===== src/rtl/serial_dac_if.sv =====
// serial_dac_if: control-side load handshake and status between the control FSM and the DAC writer
interface serial_dac_if;
    logic       en;
    logic       shdn;
    logic [7:0] data_in;
    logic       dac_rdy;
    logic       done;
    logic       pd_active;
    modport master(output en, shdn, data_in, input dac_rdy, done, pd_active);
    modport slave(input en, shdn, data_in, output dac_rdy, done, pd_active);
endinterface


===== src/rtl/serial_dac.sv =====
// serial_dac: writes 16-bit frames to a DAC081S101-class DAC over sync/sclk/sdata, then holds sync high for a gap
module serial_dac #(
    parameter logic [1:0] PD_MODE    = 2'b01,
    parameter int         GAP_CYCLES = 2
) (
    input  logic          clk,
    input  logic          resetn,
    serial_dac_if.slave   bus,
    output logic          sclk,
    output logic          sync,
    output logic          sdata
);
    typedef enum logic [1:0] {RST, IDLE, SHIFT, GAP} state_t;
    state_t      state, state_d;
    logic [15:0] frame, frame_d;
    logic [3:0]  cnt, cnt_d;
    logic        clk_en, clk_en_d, sync_d, sdata_d, rdy, rdy_d, done, done_d, pd, pd_d, shdn_l, shdn_l_d;
    assign sclk          = clk & clk_en;
    assign bus.dac_rdy   = rdy;
    assign bus.done      = done;
    assign bus.pd_active = pd;
    always_ff @(posedge clk or negedge resetn) begin
        if (!resetn) begin
            state  <= RST;
            frame  <= '0;
            cnt    <= '0;
            clk_en <= 1'b0;
            sync   <= 1'b1;
            sdata  <= 1'b0;
            rdy    <= 1'b0;
            done   <= 1'b0;
            pd     <= 1'b0;
            shdn_l <= 1'b0;
        end else begin
            state  <= state_d;
            frame  <= frame_d;
            cnt    <= cnt_d;
            clk_en <= clk_en_d;
            sync   <= sync_d;
            sdata  <= sdata_d;
            rdy    <= rdy_d;
            done   <= done_d;
            pd     <= pd_d;
            shdn_l <= shdn_l_d;
        end
    end
    always_comb begin
        state_d  = state;
        frame_d  = frame;
        cnt_d    = cnt;
        clk_en_d = clk_en;
        sync_d   = sync;
        sdata_d  = sdata;
        rdy_d    = rdy;
        done_d   = 1'b0;
        pd_d     = pd;
        shdn_l_d = shdn_l;
        case (state)
            RST: begin
                state_d = IDLE;
                rdy_d   = 1'b1;
            end
            IDLE: if (bus.en) begin
                frame_d  = bus.shdn ? {2'b00, PD_MODE, 8'h00, 4'h0} : {4'h0, bus.data_in, 4'h0};
                shdn_l_d = bus.shdn;
                sync_d   = 1'b0;
                clk_en_d = 1'b1;
                sdata_d  = frame_d[15];
                cnt_d    = '0;
                rdy_d    = 1'b0;
                state_d  = SHIFT;
            end
            SHIFT: if (cnt == 4'd15) begin
                sync_d   = 1'b1;
                clk_en_d = 1'b0;
                sdata_d  = 1'b0;
                done_d   = 1'b1;
                pd_d     = shdn_l;
                cnt_d    = '0;
                state_d  = GAP;
            end else begin
                frame_d = frame << 1;
                sdata_d = frame[14];
                cnt_d   = cnt + 4'd1;
            end
            GAP: if (cnt == 4'(GAP_CYCLES - 1)) begin
                rdy_d   = 1'b1;
                cnt_d   = '0;
                state_d = IDLE;
            end else begin
                cnt_d = cnt + 4'd1;
            end
            default: state_d = RST;
        endcase
    end
endmodule


===== src/flat_wrapper.sv =====
// flat-port wrapper written by rule: the top's interface ports become plain ports
module serial_dac_flat 
#(
    parameter logic [1:0] PD_MODE    = 2'b01,
    parameter int         GAP_CYCLES = 2
)
  (clk, resetn, sclk, sync, sdata, bus_en, bus_shdn, bus_data_in, bus_dac_rdy, bus_done, bus_pd_active);
  serial_dac_if bus_i ();
  input  logic clk;
  input  logic resetn;
  output logic sclk;
  output logic sync;
  output logic sdata;
  input wire logic [$bits(bus_i.en)-1:0] bus_en;
  input wire logic [$bits(bus_i.shdn)-1:0] bus_shdn;
  input wire logic [$bits(bus_i.data_in)-1:0] bus_data_in;
  output wire logic [$bits(bus_i.dac_rdy)-1:0] bus_dac_rdy;
  output wire logic [$bits(bus_i.done)-1:0] bus_done;
  output wire logic [$bits(bus_i.pd_active)-1:0] bus_pd_active;
  assign bus_i.en = bus_en;
  assign bus_i.shdn = bus_shdn;
  assign bus_i.data_in = bus_data_in;
  assign bus_dac_rdy = bus_i.dac_rdy;
  assign bus_done = bus_i.done;
  assign bus_pd_active = bus_i.pd_active;
  serial_dac #(.PD_MODE(PD_MODE), .GAP_CYCLES(GAP_CYCLES)) u_core (.clk(clk), .resetn(resetn), .bus(bus_i), .sclk(sclk), .sync(sync), .sdata(sdata));
endmodule

===== config.mk =====
export PLATFORM = sky130hd
export DESIGN_NAME = serial_dac_flat
export DESIGN_NICKNAME = d
export VERILOG_FILES = /design/src/rtl/serial_dac_if.sv /design/src/rtl/serial_dac.sv /design/src/flat_wrapper.sv
export SDC_FILE = /design/constraint.sdc
export NUM_CORES = 1
export LEC_CHECK = 0
export ABC_AREA = 0
export BUFFER_PORTS_ARGS = -buffer_cell sky130_fd_sc_hd__buf_2
export CORE_MARGIN = 5
export CORE_UTILIZATION = 40
export CTS_BUF_LIST = sky130_fd_sc_hd__clkbuf_8
export DETAILED_ROUTE_END_ITERATION = 16
export HOLD_SLACK_MARGIN = 0.08
export PLACE_DENSITY_LB_ADDON = 0.3
export SLEW_MARGIN = 5
export SYNTH_ARGS = -nofsm -noshare
export SYNTH_HDL_FRONTEND = slang
export SYNTH_SLANG_ARGS = --single-unit
export TNS_END_PERCENT = 50

===== constraint.sdc =====
create_clock -name clk -period 3.25 [get_ports clk]
set_clock_uncertainty 0.05 [all_clocks]
set_input_delay 0.1625 -clock clk [delete_from_list [all_inputs] [get_ports clk]]
set_output_delay 0.1625 -clock clk [all_outputs]
set_load 0.01 [all_outputs]

==> results of run 1 <==
-- worst register-to-register path, delay by kind of cell (launching register included) --
family | cells | cell delay (ps)
adders and majority gates | 1 | 290
buffers and inverters | 1 | 70
AOI/OAI and AO/OA | 1 | 890
muxes | 1 | 430
DFF | 1 | 400
-- placed cells by master (no fill, tap or decap), types with 2 or more instances in the layout --
cell type,n
dfrtp_1,23
buf_2,17
mux2_2,11
inv_1,7
a22o_1,7
nor2_1,6
clkbuf_8,6
o21ai_0,5
ha_1,5
nand4_1,4
a21oi_1,4
dlygate4sd3_1,4
nand2_1,3
nand4b_1,2
a22o_2,2
nand3_1,2
a31oi_1,2
mux2i_1,2
a21bo_2,2
-- state kept, by name, indices dropped and copies added (netlist names) --
signal,count
u_core.cnt,4
u_core.sdata,1
u_core.frame,11
u_core.state,2
u_core.bus.pd_active,1
u_core.bus.dac_rdy,1
u_core.sync,1
u_core.clk_en,1
u_core.bus.done,1
u_core.shdn_l,1
-- per-stage QoR --
stage          std cells  hold slack [ps]
5_1_grt              178             92.4
6_report             178             90.4
4_1_cts              178             83.8
3_5_place_dp         167              121
3_3_place_gp         167              120
2_1_floorplan        112             -183
-- cells in the mapped netlist, drive strengths merged, types with 2 or more instances --
cell type / n
mux2: 11
nand2: 3
nand4b: 2
dfrtp: 23
nand3: 2
o21ai: 5
ha: 5
inv: 7
buf: 5
a21bo: 2
mux2i: 2
a31oi: 2
nand4: 4
a21oi: 4
nor2: 6
a22o: 9
clkbuf: 2
-- layout make-up --
cell class / count / area, sq um / area share, %
Clock inverter: 1 / 30.0 / 1.98
Timing Repair Buffer: 21 / 128 / 8.42
Sequential cell: 24 / 602 / 39.7
Inverter: 7 / 26.3 / 1.73
Multi-Input combinational cell: 74 / 587 / 38.7
Tap cell: 44 / 55.1 / 3.63
Clock buffer: 7 / 87.6 / 5.78
-- worst max-delay path by stage --
| stage | cells after the start | slack (ps) | from | to |
|---|---|---|---|---|
| 2_1_floorplan | 1 | 1250 | clk | sclk |
| 3_3_place_gp | 4 | 1050 | u_core.state[1]$_DFFE_PN0P_ | u_core.frame[10]$_DFFE_PN0P_ |
| 3_5_place_dp | 4 | 1050 | u_core.state[1]$_DFFE_PN0P_ | u_core.frame[11]$_DFFE_PN0P_ |
| 4_1_cts | 4 | 920 | clk | sclk |
| 5_1_grt | 4 | 890 | u_core.state[1]$_DFFE_PN0P_ | u_core.frame[9]$_DFFE_PN0P_ |
| 6_report | 4 | 920 | clk | sclk |
-- power groups by stage --
stage	Combinational, mW	Sequential (mW)	Clock (mW)
3_5_place_dp	0.554	0.486	0.0268
3_3_place_gp	0.550	0.479	0.0268
4_1_cts	0.568	0.480	0.392
2_1_floorplan	0.478	0.461	0.0167
5_1_grt	0.622	0.498	0.409
6_report	0.568	0.482	0.379
-- layer usage --
layer  up-vias  part of all wire [%]  GRT usage, %
met3         3                   3.3          3.74
met2        21                    49          19.5
li1        455                     -             -
met5         -                     0             0
met1       464                    47          16.9
met4         0                   1.4          9.64
-- repair_timing --
item                      4_1_cts  5_1_grt
gates resized for setup         0        0
hold buffers                    4        0
hold endpoints to repair       27        0
-- cells by family (layout without fill, tap and decap cells) --
family	Yosys count	after routing	synth area share (%)
AO/OA/AOI/OAI	30	30	17.9
adder cells (fa/ha/maj)	5	5	5.00
buffers and inverters	14	36	5.00
flip-flops	24	24	48.1
multiplexers	13	13	11.5
AND/OR/NAND/NOR	26	26	12.5
==> summary.md, run 1 <==
| Metric | Value |
|---|---|
| Outcome | finished clean |
| Yosys cell types | 38 |
| PortBufs | 17 |
| FF-to-FF End | u_core.frame[8]$_DFFE_PN0P_ |
| Routed Antenna Nets | 0 |
| Comb pwr share | around two fifths |
| Setup WS pre-CTS | 1050 ps |
| CP Max Fanout | 2 |
| Least-Margin Pin Slew | between 1000 and 1500 ps |
| Row count | 20 |
| Cell Area, Synth | between 1000 and 1500 sq um |
| Final Power | between 1 and 1.5 mW |
| Startpoint Class | clock port |
| Cell Area, Placed | 1360 sq um |
| Most used cell, CP | clkbuf_8 |
| Sequential area share after synthesis | between 40 and 50% |
| PwrDens | between 900 and 1000 nW/um^2 |
| Post-synth EDFFs | 0 |
| Worst Hold End | u_core.frame[6]$_DFFE_PN0P_ |
| MaxCap Viol Count | 0 |
| Area leader, netlist | dfrtp_1 |
| Fin. max-slew vios | 0 |
| Worst hold path type | primary input to register |
| GR Overflow Total | 0 |
| Util after Layout | 50.0% |
| Pre-antenna DRT Iters | 4 |
| Leak | slightly above 0.7 nW |
| Post-Synthesis Cells | around 110 |
| Worst path cell trace | clkbuf_8 > clkbuf_8 > and2_1 > buf_2 |
| Reg2reg setup slack | 1010 ps |
| Final hold violation count | 0 |
| Worst Path Buf+Inv | 3 |
| NumNets Final | 152 |
| Arrival time worst endpoint | ~2100 ps |
| RR Startpoint | u_core.state[1]$_DFFE_PN0P_ |
| P_int | 0.939 mW |
| Reg clk slew, reported paths | ~80 ps |
| Worst VDD drop | between 0.3 and 0.4 mV |
| Hold path cells | 3 |
| Psw | 0.489 mW |
| Via count of the first global-routing pass | approximately 940 |
| Fin Setup TNS | 0 ps |
| CP max stage cell | and2_1 |
| DR DRC count | 0 |
| Initial antenna violation count | 0 |
| Core Region | ~3000 sq um |
| Avg WL per Cell | 14.1 um |
| Area share of the leading cell type in the synthesized netlist | between 40% and 50% |
| Largest net degree at the start of global routing | 25 |
| Filler cells | ~270 |
| Reg2Reg Depth | 4 |
| RSZ-0062 raised after global routing | false |
| Syn nets | around 130 |
| Largest cells by area after synthesis | dfrtp_1 (46%), mux2_2 (9.9%), ha_1 (5.0%) |
| Asr flop ratio synth | 100% |
| Final Instance Area | between 1500 and 2000 sq um |
| Synthesized flop and latch total | 24 |
| Share of cells above drive strength 1 | 33.6% |
| DR vias | ~940 |
| CP delay by family, top | buffers and inverters |
| Synth Warn # | 0 |
| Reg power frac | approximately a third |
| Diodes inserted | 0 |
| Total Wirelength | between 2000 and 3000 um |
| Final setup violation count | 0 |
| CTS tree | done |
| HPWL Detailed | around 1700 um |
| Avg Inst Size Synth | 11.2 sq um |
| Slew margin rel. | about 28% |
| Max incr delay on CP | 130 ps |
| Placer Congestion | approximately 0.83 |
| Top FF cell, synth | dfrtp_1 |
| Die ar. | approximately 4300 sq um |
| Switching power share of the total | 34.2% |
| First-pass GRT wire length | around 4300 um |
| Critical path class | clock port to output pin |
| Total Routing Usage GR | approximately 13% |
| Post-CTS Setup Repair Bufs | 0 |
| Min-delay src | bus_data_in[2] |
| Critical path data required time | between 3000 and 4000 ps |
| Vias per inst | approximately 5.3 |
| Chip Width | roughly 66 um |
| Clk pwr share | between 20% and 30% |
| Skew-Pair Late Insertion Delay | ~370 ps |
| P&R area growth vs syn | 21.1% |
| IO Count | 18 |
| DR iter-0 viols | 23 |
| CP Capture Type | output pin |
| Starting density of the core | 41.3% |
| Die height | around 66 um |
| Final worst slack | 923 ps |
No activity file was read; power rests on OpenSTA's default activity.
==> run 2, diff against run 1 <==
==> constraint.sdc (replaced) <==
create_clock -name clk -period 2.4 [get_ports clk]
set_clock_uncertainty 0.05 [all_clocks]
set_input_delay 0.12 -clock clk [delete_from_list [all_inputs] [get_ports clk]]
set_output_delay 0.12 -clock clk [all_outputs]
set_load 0.01 [all_outputs]
==> run 2 against run 1 <==
- power grew 36%
- hold slack better by 120 ps
- die area is the same
- non-clock buffer count grew 8
- largest cell class unchanged
- cell area grew 5.1%
- worst setup slack worse by 490 ps
- first-iteration DRC count fell by 22%
- register-to-register slack lost 580 ps
- combinational power up 38%
==> summary.md, run 2 (synthesis results as in run 1) <==
| Metric | Value |
|---|---|
| Outcome | finished clean |
| Largest registers | u_core.frame (11), u_core.cnt (4), u_core.state (2) |
| Arrival time worst endpoint | around 2200 ps |
| Reg clk slew, reported paths | ~80 ps |
| Worst path cell trace | inv_1 > ha_1 > nor2b_1 > nor4_1 > a311o_1 |
| Worst hold path type | primary input to asynchronous set/reset pin |
| Vias per inst | between 5 and 6 |
| Post-CTS Setup Repair Bufs | 0 |
| Least-Margin Pin Slew | between 500 and 600 ps |
| Initial antenna violation count | 0 |
| Reg2reg setup slack | 430 ps |
| Avg WL per Cell | 13.2 um |
| Worst VDD drop | about 0.47 mV |
| Core Region | 3030 sq um |
| Register name with the most flops | u_core.frame |
| Largest register FFs | 11 |
| Critical path data required time | ~2600 ps |
| Leak | 0.759 nW |
| HPWL Detailed | 1700 um |
| Chip Width | 65.9 um |
| PortBufs | 17 |
| Final hold violation count | 0 |
| Skew-Pair Late Insertion Delay | roughly 370 ps |
| Pre-antenna DRT Iters | 4 |
| Placer Congestion | roughly 0.86 |
| P_int | around 1.3 mW |
| Reg2Reg Depth | 5 |
| Final worst slack | 433 ps |
| Switching power share of the total | 33.6% |
| Final Instance Area | 1590 sq um |
| Fin cells | between 150 and 200 |
| P&R area growth vs syn | 27.3% |
| Fin. max-slew vios | 0 |
| Die height | around 66 um |
| IO Count | 18 |
| Post-Place Cells | 168 |
| PwrDens | between 1000 and 1500 nW/um^2 |
| Largest net degree at the start of global routing | 25 |
| Fin Setup TNS | 0 ps |
| FF-to-FF End | u_core.cnt[3]$_DFFE_PN0P_ |
| CP Max Fanout | 10 |
| Reg power frac | between 30% and 40% |
| Share of cells above drive strength 1 | 32.4% |
| Final min period | about 2000 ps |
| Fin Hold WS | between 200 and 250 ps |
| Most frequent cells in the layout | dfrtp_1 (23), buf_2 (17), mux2_2 (11), dlygate4sd3_1 (11) |
| Cell Area, Placed | 1370 sq um |
| RR Startpoint | u_core.state[1]$_DFFE_PN0P_ |
| Util after Layout | 52.6% |
| Diodes inserted | 0 |
| CP Capture Type | register |
| First-pass GRT wire length | around 4300 um |
| Psw | roughly 0.65 mW |
| Routed Antenna Nets | 0 |
| Total Routing Usage GR | roughly an eighth |
| Comb pwr share | 40.3% |
| Startpoint Class | register |
| DR vias | roughly 950 |
| Setup WS pre-CTS | between 400 and 500 ps |
| Die ar. | between 4000 and 5000 sq um |
| Critical path class | register to register |
| Max incr delay on CP | roughly 520 ps |
| GR Overflow Total | 0 |
| DR DRC count | 0 |
| Row count | 20 |
| Clk pwr share | 26.3% |
| NumNets Final | 160 |
| Final setup violation count | 0 |
| MaxCap Viol Count | 0 |
| Final Power | ~2 mW |
| CP max stage cell | nor2b_1 |
| Total Wirelength | about 2500 um |
| Fmax | slightly above 500 MHz |
| Slew margin rel. | 63.2% |
| DR iter-0 viols | 18 |
| Via count of the first global-routing pass | between 900 and 1000 |
| Starting density of the core | between 40 and 50% |
| CTS tree | done |
| Commonest non-fill, non-tap cell in the layout | dfrtp_1 |
| RSZ-0062 raised after global routing | false |
| Fin crit share | about four fifths |
run 2: worst max path at each step:
stage | from | end | slack, ps
final | u_core.state[1]$_DFFE_PN0P_ | u_core.cnt[3]$_DFFE_PN0P_ | 430
after global routing | u_core.state[1]$_DFFE_PN0P_ | u_core.cnt[3]$_DFFE_PN0P_ | 260
after CTS | u_core.state[1]$_DFFE_PN0P_ | u_core.cnt[3]$_DFFE_PN0P_ | 430
after detailed placement | u_core.state[1]$_DFFE_PN0P_ | u_core.cnt[3]$_DFFE_PN0P_ | 440
after global placement | u_core.state[0]$_DFFE_PN0P_ | u_core.cnt[3]$_DFFE_PN0P_ | 510
after floorplan | u_core.state[0]$_DFFE_PN0P_ | u_core.cnt[3]$_DFFE_PN0P_ | 560
run 2: per-layer routing:
metal | wire (um) | share of wire [%] | up-vias | GRT usage (%)
met2 | 1110 | 45 | 21 | 18.1
met1 | 1180 | 48 | 448 | 17.3
met4 | 79 | 3.2 | 0 | 9.90
li1 | - | - | 471 | -
met3 | 79 | 3.2 | 8 | 4.25
met5 | 0 | 0 | - | 0
run 2: what timing repair did:
action | in CTS | in global routing
hold buffers | 11 | 0
gates resized for setup | 0 | 0
endpoints found under the hold margin | 35 | 0
run 2: power groups by stage:
stage | clock (mW) | combinational [mW] | sequential, mW
floorplan | 0.0226 | 0.647 | 0.624
global placement | 0.0363 | 0.752 | 0.649
detailed placement | 0.0363 | 0.772 | 0.656
CTS | 0.528 | 0.787 | 0.648
global route | 0.557 | 0.870 | 0.669
finish | 0.512 | 0.783 | 0.648
run 2: final cells by class:
cell class / count / area (sq um)
clock inverter: 1 / 30.0
sequential: 24 / 602
inverter: 7 / 26.3
tap: 44 / 55.1
clock buffer: 7 / 87.6
multi-input combinational: 74 / 587
timing repair buffer: 29 / 205
fill: 258 / 1440
run 2: critical path: cells and delay by family, from the launching register on:
kind | cells | cell delay, ps
adders and majority gates | 1 | 320
and+or+nand+nor | 2 | 650
buffers and inverters | 1 | 90
AOI/OAI and AO/OA | 1 | 340
DFF | 1 | 400
==> run 3, diff against run 2 <==
==> constraint.sdc (replaced) <==
create_clock -name clk -period 1.71 [get_ports clk]
set_clock_uncertainty 0.05 [all_clocks]
set_input_delay 0.0855 -clock clk [delete_from_list [all_inputs] [get_ports clk]]
set_output_delay 0.0855 -clock clk [all_outputs]
set_load 0.01 [all_outputs]
==> run 3 against run 2 <==
- the flow now finishes with violations (setup timing)
- cell count rose by 12%
- sequential share of layout area fell by 5.0 points
- worst setup slack got worse by 480 ps
- first-iteration DRC count rose to 2.7 times the previous value
- combinational power rose by 110%
- power rose by 70%
- cell area rose by 15%
- global-route usage rose by 2.0 points
- via count rose by 13%
- register-to-register slack got worse by 480 ps
- largest power group unchanged
==> summary.md, run 3 (synthesis results as in run 1) <==
| Metric | Value |
|---|---|
| Worst path cell trace | inv_1 > ha_2 > or4b_4 > and3_4 > a311o_1 |
| DR DRC count | 0 |
| DR iter-0 viols | 48 |
| Total Wirelength | roughly 3200 um |
| PortBufs | 17 |
| Avg WL per Cell | roughly 15 um |
| Skew-Pair Late Insertion Delay | 370 ps |
| First-pass GRT wire length | ~5000 um |
| HPWL Detailed | around 1900 um |
| Reg power frac | a little over a quarter |
| Fin Setup TNS | -52.6 ps |
| Placer Congestion | between 0.9 and 1 |
| MaxCap Viol Count | 0 |
| Starting density of the core | 41.3% |
| DR vias | around 1100 |
| Failing checks | setup timing |
| Least-Margin Pin Slew | ~530 ps |
| Worst Path Buf+Inv | 1 |
| Core Region | 3030 sq um |
| Largest register FFs | 11 |
| Routed Antenna Nets | 0 |
| Diodes inserted | 0 |
| Die ar. | between 4000 and 5000 sq um |
| Commonest non-fill, non-tap cell in the layout | dfrtp_1 |
| PwrDens | around 1800 nW/um^2 |
| RSZ-0062 raised after global routing | true |
| Largest registers | u_core.frame (11), u_core.cnt (4), u_core.state (2) |
| Share of cells above drive strength 1 | a little under half |
| Worst VDD drop | between 0.8 and 0.9 mV |
| FF/Latch Area | about 600 sq um |
| Fin crit share | 103% |
| Critical path data required time | about 1900 ps |
| CP max stage cell | or4b_4 |
| Reg clk slew, reported paths | about 90 ps |
| Most frequent cells in the layout | dfrtp_1 (23), buf_4 (22), buf_2 (17), dlygate4sd3_1 (11), mux2_4 (8) |
| Leak | 0.894 nW |
| P&R area growth vs syn | 46.9% |
| Clk pwr share | 22.2% |
| Initial antenna violation count | 0 |
| GR Overflow Total | 0 |
| Vias per inst | 5.17 |
| Final worst slack | -43.3 ps |
| Fin cells | ~210 |
| Total Routing Usage GR | 15.3% |
| Outcome | finished, violations left |
| Register name with the most flops | u_core.frame |
| Startpoint Class | register |
| Fmax | between 500 and 600 MHz |
| Final hold violation count | 0 |
| Max incr delay on CP | between 400 and 500 ps |
| Comb pwr share | around half |
| CTS tree | done |
| Via count of the first global-routing pass | ~1100 |
| Worst hold path type | primary input to asynchronous set/reset pin |
| IO Count | 18 |
| Die height | 65.9 um |
| Final setup violation count | 2 |
| CP delay by family, top | simple AND/OR/NAND/NOR gates |
| Arrival time worst endpoint | about 2000 ps |
| Area of the multi-input gates | between 600 and 700 sq um |
| Chip Width | roughly 66 um |
| Slew margin rel. | between 60 and 70% |
| Final min period | ~1800 ps |
| Psw | roughly 1.1 mW |
| Filler cells | ~240 |
| NumNets Final | about 180 |
| Largest net degree at the start of global routing | 25 |
| Post-Place Cells | approximately 180 |
| Pre-antenna DRT Iters | 5 |
| Switching power share of the total | 34.2% |
| Row count | 20 |
| CP Max Fanout | 4 |
| P_int | between 2 and 2.5 mW |
| CP Capture Type | register |
| Critical path class | register to register |
| Fin. max-slew vios | 0 |
==> run 3: cell count changes in the layout (fill, tap and decap cells not counted), sizes merged <==
cell  delta
buf     +22
==> run 3: path summary, 6_finish.rpt <==
kind	start	end	slack (ps)	cells past startpoint
setup / recovery	u_core.cnt[1]$_DFFE_PN0P_	u_core.cnt[3]$_DFFE_PN0P_	-40	5
min in group clk	u_core.bus.dac_rdy$_DFFE_PN0P_	u_core.bus.dac_rdy$_DFFE_PN0P_	440	1
setup reg to reg	u_core.cnt[1]$_DFFE_PN0P_	u_core.cnt[3]$_DFFE_PN0P_	-40	5
max in group asynchronous	resetn	u_core.sync$_DFFE_PN1P_	1080	2
hold / removal	resetn	u_core.state[0]$_DFFE_PN0P_	160	2
hold reg to reg	u_core.bus.dac_rdy$_DFFE_PN0P_	u_core.bus.dac_rdy$_DFFE_PN0P_	440	1
==> run 3: worst register-to-register path, delay by kind of cell, from the launching register on <==
kind	cells	cell delay, ps
AO/OA/AOI/OAI	1	260
adder cells (fa/ha/maj)	1	180
buffers and inverters	1	60
flip-flops	1	390
AND/OR/NAND/NOR	2	700
==> run 3: routing by layer <==
metal  GRT usage (%)  up-vias  part of all wire (%)
met5               0        -                     0
met4            7.87        0                   1.7
met3            3.40        6                   2.7
met2            25.2       30                    50
met1            18.8      522                    46
li1                -      517                     -
==> run 3: metrics by stage <==
step                      worst slack [ps]  total power, mW  area, sq um  util (%)  hold slack, ps
after floorplan                      -74.0             1.83         1260         -            -260
after global placement               -47.6             2.21         1490      49.0            43.3
after detailed placement             -96.8             2.25         1490      49.0            51.1
after CTS                            -18.6             3.10         1770      58.6             185
after global routing                 -90.1             3.49         1840      60.7             219
final                                -43.3             3.29         1840      60.7             160
==> run 3: area by class of cell <==
cell class              count  share of cell area, %
clock buffers               7                   4.77
clock inverters             1                   1.63
inverters                   7                   1.43
multi-input cells          74                   35.9
flip-flops and latches     24                   32.7
well taps                  44                   3.00
repair buffers             51                   20.6
==> run 3: repair_timing <==
action                                  4_1_cts  5_1_grt
hold endpoints to repair                     36        0
gates cloned                                  1        0
setup buffers                                 6        0
endpoints found under the setup margin       12       18
hold buffers                                 11        0
pin swaps                                     4        2
resized for setup                             7       15
==> run 3: power by group through the flow <==
stage / sequential [mW] / clock, mW / combinational, mW
floorplan: 0.876 / 0.0317 / 0.921
global placement: 0.864 / 0.0510 / 1.29
detailed placement: 0.876 / 0.0510 / 1.32
CTS: 0.867 / 0.754 / 1.48
global route: 0.900 / 0.784 / 1.81
finish: 0.886 / 0.732 / 1.68
